--- src/rtl/hollywood_hash_search.sv ---
// Brute-force password search driving an external hash checker core.
// One candidate per CLEAR/SEND/WAIT/CHECK pass, range inclusive and wrapping.
module hollywood_hash_search #(
    parameter int unsigned LEN     = 2,
    parameter int unsigned HIT_LAT = 2
) (
    input  logic              clk,
    input  logic              reset,
    input  logic              start,
    input  logic              abort,
    input  logic [16*LEN-1:0] start_value,
    input  logic [16*LEN-1:0] end_value,
    output logic              mgmt_valid,
    output logic [7:0]        mgmt_data,
    output logic              in_valid,
    output logic [15:0]       in_data,
    input  logic              hit_in,
    output logic              busy,
    output logic              done,
    output logic              found,
    output logic [16*LEN-1:0] found_value,
    output logic [31:0]       tried_count
);

    typedef enum logic [2:0] {
        S_IDLE,
        S_CLEAR,
        S_SEND,
        S_WAIT,
        S_CHECK,
        S_DONE
    } state_t;

    state_t            r_state;
    state_t            w_next;
    logic [16*LEN-1:0] r_cand;
    logic [16*LEN-1:0] r_end;
    logic [16*LEN-1:0] r_found_value;
    logic              r_found;
    logic [31:0]       r_tried;
    logic [1:0]        r_idx;
    logic [31:0]       r_wcnt;
    logic [16*LEN-1:0] w_shift;
    logic              w_last_word;
    logic              w_wait_end;

    assign w_last_word = (r_idx == 2'(LEN - 1));
    assign w_wait_end  = (r_wcnt == 32'(HIT_LAT - 2));

    always_ff @(posedge clk) begin
        if (!reset) begin
            r_state <= S_IDLE;
        end else begin
            r_state <= w_next;
        end
    end

    always_comb begin
        w_next = r_state;
        if (abort) begin
            w_next = S_IDLE;
        end else begin
            unique case (r_state)
                S_IDLE:  if (start) w_next = S_CLEAR;
                S_CLEAR: w_next = S_SEND;
                S_SEND: begin
                    if (w_last_word) begin
                        w_next = (HIT_LAT == 1) ? S_CHECK : S_WAIT;
                    end
                end
                S_WAIT:  if (w_wait_end) w_next = S_CHECK;
                S_CHECK: begin
                    if (hit_in || (r_cand == r_end)) begin
                        w_next = S_DONE;
                    end else begin
                        w_next = S_CLEAR;
                    end
                end
                S_DONE:  w_next = S_IDLE;
                default: w_next = S_IDLE;
            endcase
        end
    end

    // Abort freezes results; the state register alone returns to IDLE.
    always_ff @(posedge clk) begin
        if (!reset) begin
            r_cand        <= '0;
            r_end         <= '0;
            r_found       <= 1'b0;
            r_found_value <= '0;
            r_tried       <= '0;
            r_idx         <= '0;
            r_wcnt        <= '0;
        end else if (!abort) begin
            unique case (r_state)
                S_IDLE: begin
                    if (start) begin
                        r_cand        <= start_value;
                        r_end         <= end_value;
                        r_found       <= 1'b0;
                        r_found_value <= '0;
                        r_tried       <= '0;
                    end
                end
                S_CLEAR: r_idx <= '0;
                S_SEND: begin
                    r_idx  <= r_idx + 2'd1;
                    r_wcnt <= '0;
                end
                S_WAIT:  r_wcnt <= r_wcnt + 32'd1;
                S_CHECK: begin
                    if (r_tried != 32'hFFFF_FFFF) begin
                        r_tried <= r_tried + 32'd1;
                    end
                    if (hit_in) begin
                        r_found       <= 1'b1;
                        r_found_value <= r_cand;
                    end else if (r_cand != r_end) begin
                        r_cand <= r_cand + 1'b1;
                    end
                end
                default: ;
            endcase
        end
    end

    // Most significant word goes out first.
    assign w_shift     = r_cand >> (16 * (LEN - 1 - 32'(r_idx)));
    assign mgmt_valid  = (r_state == S_CLEAR);
    assign mgmt_data   = 8'h00;
    assign in_valid    = (r_state == S_SEND);
    assign in_data     = in_valid ? w_shift[15:0] : 16'h0000;
    assign busy        = (r_state != S_IDLE);
    assign done        = (r_state == S_DONE);
    assign found       = r_found;
    assign found_value = r_found_value;
    assign tried_count = r_tried;

endmodule
--- config.mk ---
export PLATFORM = sky130hd
export DESIGN_NAME = hollywood_hash_search
export DESIGN_NICKNAME = d
export VERILOG_FILES = /design/src/rtl/hollywood_hash_search.sv
export SDC_FILE = /design/constraint.sdc
export NUM_CORES = 1
export LEC_CHECK = 0
export ABC_AREA = 1
export CORE_ASPECT_RATIO = 1.4
export CORE_MARGIN = 3
export CORE_UTILIZATION = 55
export CTS_BUF_LIST = sky130_fd_sc_hd__clkbuf_8
export DETAILED_ROUTE_END_ITERATION = 6
export PLACE_DENSITY = 0.82
export SYNTH_ARGS = -nofsm -noshare
export SYNTH_HDL_FRONTEND = slang
export SYNTH_SLANG_ARGS = --single-unit
--- constraint.sdc ---
create_clock -name clk -period 2 [get_ports clk]
set_input_delay 0.4 -clock clk [delete_from_list [all_inputs] [get_ports clk]]
set_output_delay 0.4 -clock clk [all_outputs]
set_load 0.02 [all_outputs]
==> reports/qor.csv <==
metric;value;unit
final core occ;77.0;%
RSZ-0062 raised after global routing;true;
wire length on met1;13300;um
Pint;5.39;mW
Combinational Power Share;19.2;%
count of different cell masters after synthesis;43;
GR Overflow Total;0;
Max VDD drop;401;uV
total track usage;34.7;%
met2 wire length;18300;um
antenna diode count;0;
layout cells sized above 1;17.0;%
Synth async-reset ratio;0;%
first-pass GRT wire length;54600;um
Initial DRT Pass Iterations;6;
clock net sink count;166;
Max-Cap Viols;0;
clock power share;34.5;%
vias in the first global route;11085;
WP data required;1.60;ns
CTS buffer count;17;
Die Height;165;um
Nets;1960;
Critical R2R Capture;tried_count[1]$_SDFFE_PN0P_;
worst setup margin;-0.00389;ns
worst skew pair latency;0.47;ns
Final period util;100;%
CP Data Arrival Time;1.60;ns
Clock Skews;0.0101;ns
final-report setup violation count;1;
complex-gate fraction of the synthesized area;10.8;%
failing checks;negative setup slack;
Critical Path Start;r_state[1]$_SDFFE_PP0P_;
Reg2Reg Depth;11;
core area;0.0175;sq mm
multi-input logic area;0.00593;sq mm
number of synthesized flops with an enable pin;0;
Psw;2.29;mW
Crit Reg-Reg Startpoint;tried_count[0]$_SDFFE_PN0P_;
ys flop type;dfxtp_1;
Clock transition at path regs;0.09;ns
Cell Pwr Density;569;mW/mm^2
die width;120;um
xor and xnor area share after synthesis;3.43;%
pin count of the biggest net entering global routing;45;
Netlist Area Pre-Place;0.00995;sq mm
Pins Over Slew Limit;0;
Tot Pwr;7.69;mW
H-tree depth;4;
Tightest Pin Transition;0.813;ns
ANT nets after route;0;
Seq/Total Area, Yosys;33.4;%
Ys Warns;0;
Die ar.;0.0198;sq mm
Port Buffers;153;
#FFs+latches synth;166;
Syn Area/Cell;6.12;sq um
row cnt;57;
met3 wire len;2300;um
Worst Setup EP;in_data[6];
WL/cell;17.0;um
gpl congestion;1.02;
largest family of logic cells by synthesized area;simple AND/OR/NAND/NOR gates;
CTS tree;yes;
DRC violations left;0;
Clock Path Buffers;2;
Area Growth Syn to Fin;35.8;%
final count of hold timing violations;0;
Net Sw Frac;29.8;%
critical path class;flop to primary output;
worst hold path class;input port to flop;
Initial Utilization;56.7;%
Syn Inst Count;1624;
adder-cell area share of the yosys netlist;0.629;%
initial antenna violation count;0;
Slew HR;45.6;%
CP Capture Type;primary output;
register-to-register setup slack;0.04;ns
FMAX;0.499;GHz
crit-path max FO;8;
vias per inst;5.51;
Root Driver;clkbuf_8;
Pleak;5.78;nW
drt total wl;36300;um
Fill cells;1396;
HPWL Detailed;26900;um
Simple-Gate Fraction of Synth Area;41.4;%
outcome;finished with violations;
mux cell area share after synthesis;0;%
routed vias;11767;
Worst Setup Start Kind;flop;
Ports;162;
Flop pwr share;46.2;%
DR iter-0 viols;1068;
crit path time final;2.00;ns
highest metal used;met4;
Place WS;-0.136;ns
cts hold-fix bufs;0;
FF/Latch Area;0.00334;sq mm
-- power by group through the flow --
stage / Clock [mW] / Combinational [mW] / Sequential, mW
floorplan: 0 / 0.760 / 3.57
global placement: 0 / 1.34 / 3.62
detailed placement: 0 / 1.36 / 3.62
CTS: 2.68 / 1.37 / 3.54
global route: 2.81 / 1.59 / 3.56
finish: 2.65 / 1.48 / 3.55
-- layout make-up --
cell class                 count  share of cell area (%)
inverter                     159                    4.49
sequential                   166                    24.7
multi-input combinational   1231                    43.9
clock buffer                  17                    1.73
clock inverter                14                    1.37
timing repair buffer         311                    21.6
tap                          236                    2.19
-- logic make-up (layout without fill, tap and decap cells) --
| family | Yosys count | after routing |
|---|---|---|
| and+or+nand+nor | 977 | 978 |
| DFF | 166 | 166 |
| buffers and inverters | 235 | 501 |
| xor gates and xnor gates | 39 | 39 |
| adders and majority gates | 5 | 5 |
| other | 1 | 8 |
| AOI/OAI and AO/OA | 201 | 201 |
-- sequential cells by signal, indices dropped and copies added, names as in the netlist --
| signal | count |
|---|---|
| found_value | 32 |
| r_cand | 32 |
| r_end | 32 |
| r_wcnt | 32 |
| tried_count | 32 |
| r_state | 3 |
| r_idx | 2 |
| found | 1 |
-- synthesized netlist by cell type, types with 5 or more instances --
| library cell | instances | area [sq um] |
|---|---|---|
| buf_6 | 12 | 135 |
| o21ai_0 | 63 | 315 |
| nand2_1 | 499 | 1870 |
| nor2_1 | 266 | 998 |
| buf_2 | 17 | 85.1 |
| nor3b_1 | 6 | 45.0 |
| ha_1 | 5 | 62.6 |
| nor4_1 | 6 | 37.5 |
| inv_2 | 9 | 33.8 |
| buf_1 | 6 | 22.5 |
| o21ai_1 | 5 | 25.0 |
| xnor2_1 | 14 | 123 |
| a21oi_1 | 114 | 571 |
| a21oi_2 | 7 | 61.3 |
| nor3_1 | 45 | 225 |
| clkbuf_1 | 33 | 124 |
| inv_1 | 147 | 552 |
| nand4_1 | 29 | 181 |
| dfxtp_1 | 166 | 3320 |
| buf_4 | 8 | 60.1 |
| xor2_1 | 25 | 219 |
| nand2_2 | 9 | 56.3 |
| nand3_1 | 94 | 470 |
-- cell usage in the layout, fill, tap and decap left out, types with 5 or more instances in the layout --
cell             count
xnor2_1             14
nor2_4              20
buf_4              146
nand2_2             16
dlygate4sd2_1        6
nand2_1            484
a21oi_1            110
inv_1              143
dlymetal6s2s_1      13
xor2_1              25
a21oi_2             11
nor2_2               8
nand2_4              9
nand3_1             91
o21ai_0             63
nor4_1               6
conb_1               8
clkbuf_8            17
nor3_2               7
buf_12              11
buf_6               14
nand4_1             29
o21ai_1              5
nand3_2              5
clkdlybuf4s50_1    114
dfxtp_1            152
nor2_1             243
dfxtp_2             13
nor3_1              42
nor3b_1              6
inv_2               13
-- per-layer routing --
| layer | global-route usage (%) | vias to the layer above |
|---|---|---|
| met1 | 37.5 | 5362 |
| li1 | - | 5665 |
| met3 | 5.32 | 166 |
| met2 | 64.0 | 574 |
| met5 | 0 | - |
| met4 | 20.2 | 0 |
-- repair_timing --
| action | 4_1_cts | 5_1_grt |
|---|---|---|
| resized for setup | 98 | 124 |
| pin swaps | 0 | 11 |
| setup endpoints to repair | 44 | 117 |
| setup buffers | 0 | 3 |
| endpoints found under the hold margin | 0 | 0 |
| cloned | 0 | 3 |
-- worst max-delay path, cell delays in order, from the launching register on --
cell and delay (ns):
dfxtp_2 0.35, inv_2 0.05, nor2_4 0.09, nand2_2 0.07, inv_2 0.08, nand2_4 0.08, clkbuf_16 0.19, nor2_4 0.10
buf_6 0.12
-- worst min path at each step --
stage                                             from                            to  slack (ns)  cells past startpoint
after CTS                                        reset        r_cand[8]$_SDFFE_PN0P_        0.42                      4
final                                            reset        r_cand[0]$_SDFFE_PN0P_        0.44                      4
after detailed placement  found_value[12]$_SDFFE_PN0P_  found_value[12]$_SDFFE_PN0P_        0.45                      2
after global placement    found_value[16]$_SDFFE_PN0P_  found_value[16]$_SDFFE_PN0P_        0.45                      2
after floorplan                 r_end[25]$_SDFFE_PN0P_        r_end[25]$_SDFFE_PN0P_        0.44                      2
after global routing                             reset        r_cand[8]$_SDFFE_PN0P_        0.43                      4
-- through the flow --
stage / TNS (ns) / cells / hold slack [ns] / area, sq um
after CTS: 0 / 2128 / 0.422 / 13000
after global routing: -3.06 / 2134 / 0.434 / 13500
after floorplan: 0 / 1631 / 0.444 / 9970
after global placement: -2.05 / 2097 / 0.451 / 12700
after detailed placement: -4.60 / 2097 / 0.455 / 12700
final: -0.00389 / 2134 / 0.443 / 13500
Power figures use the tool's default switching activity.
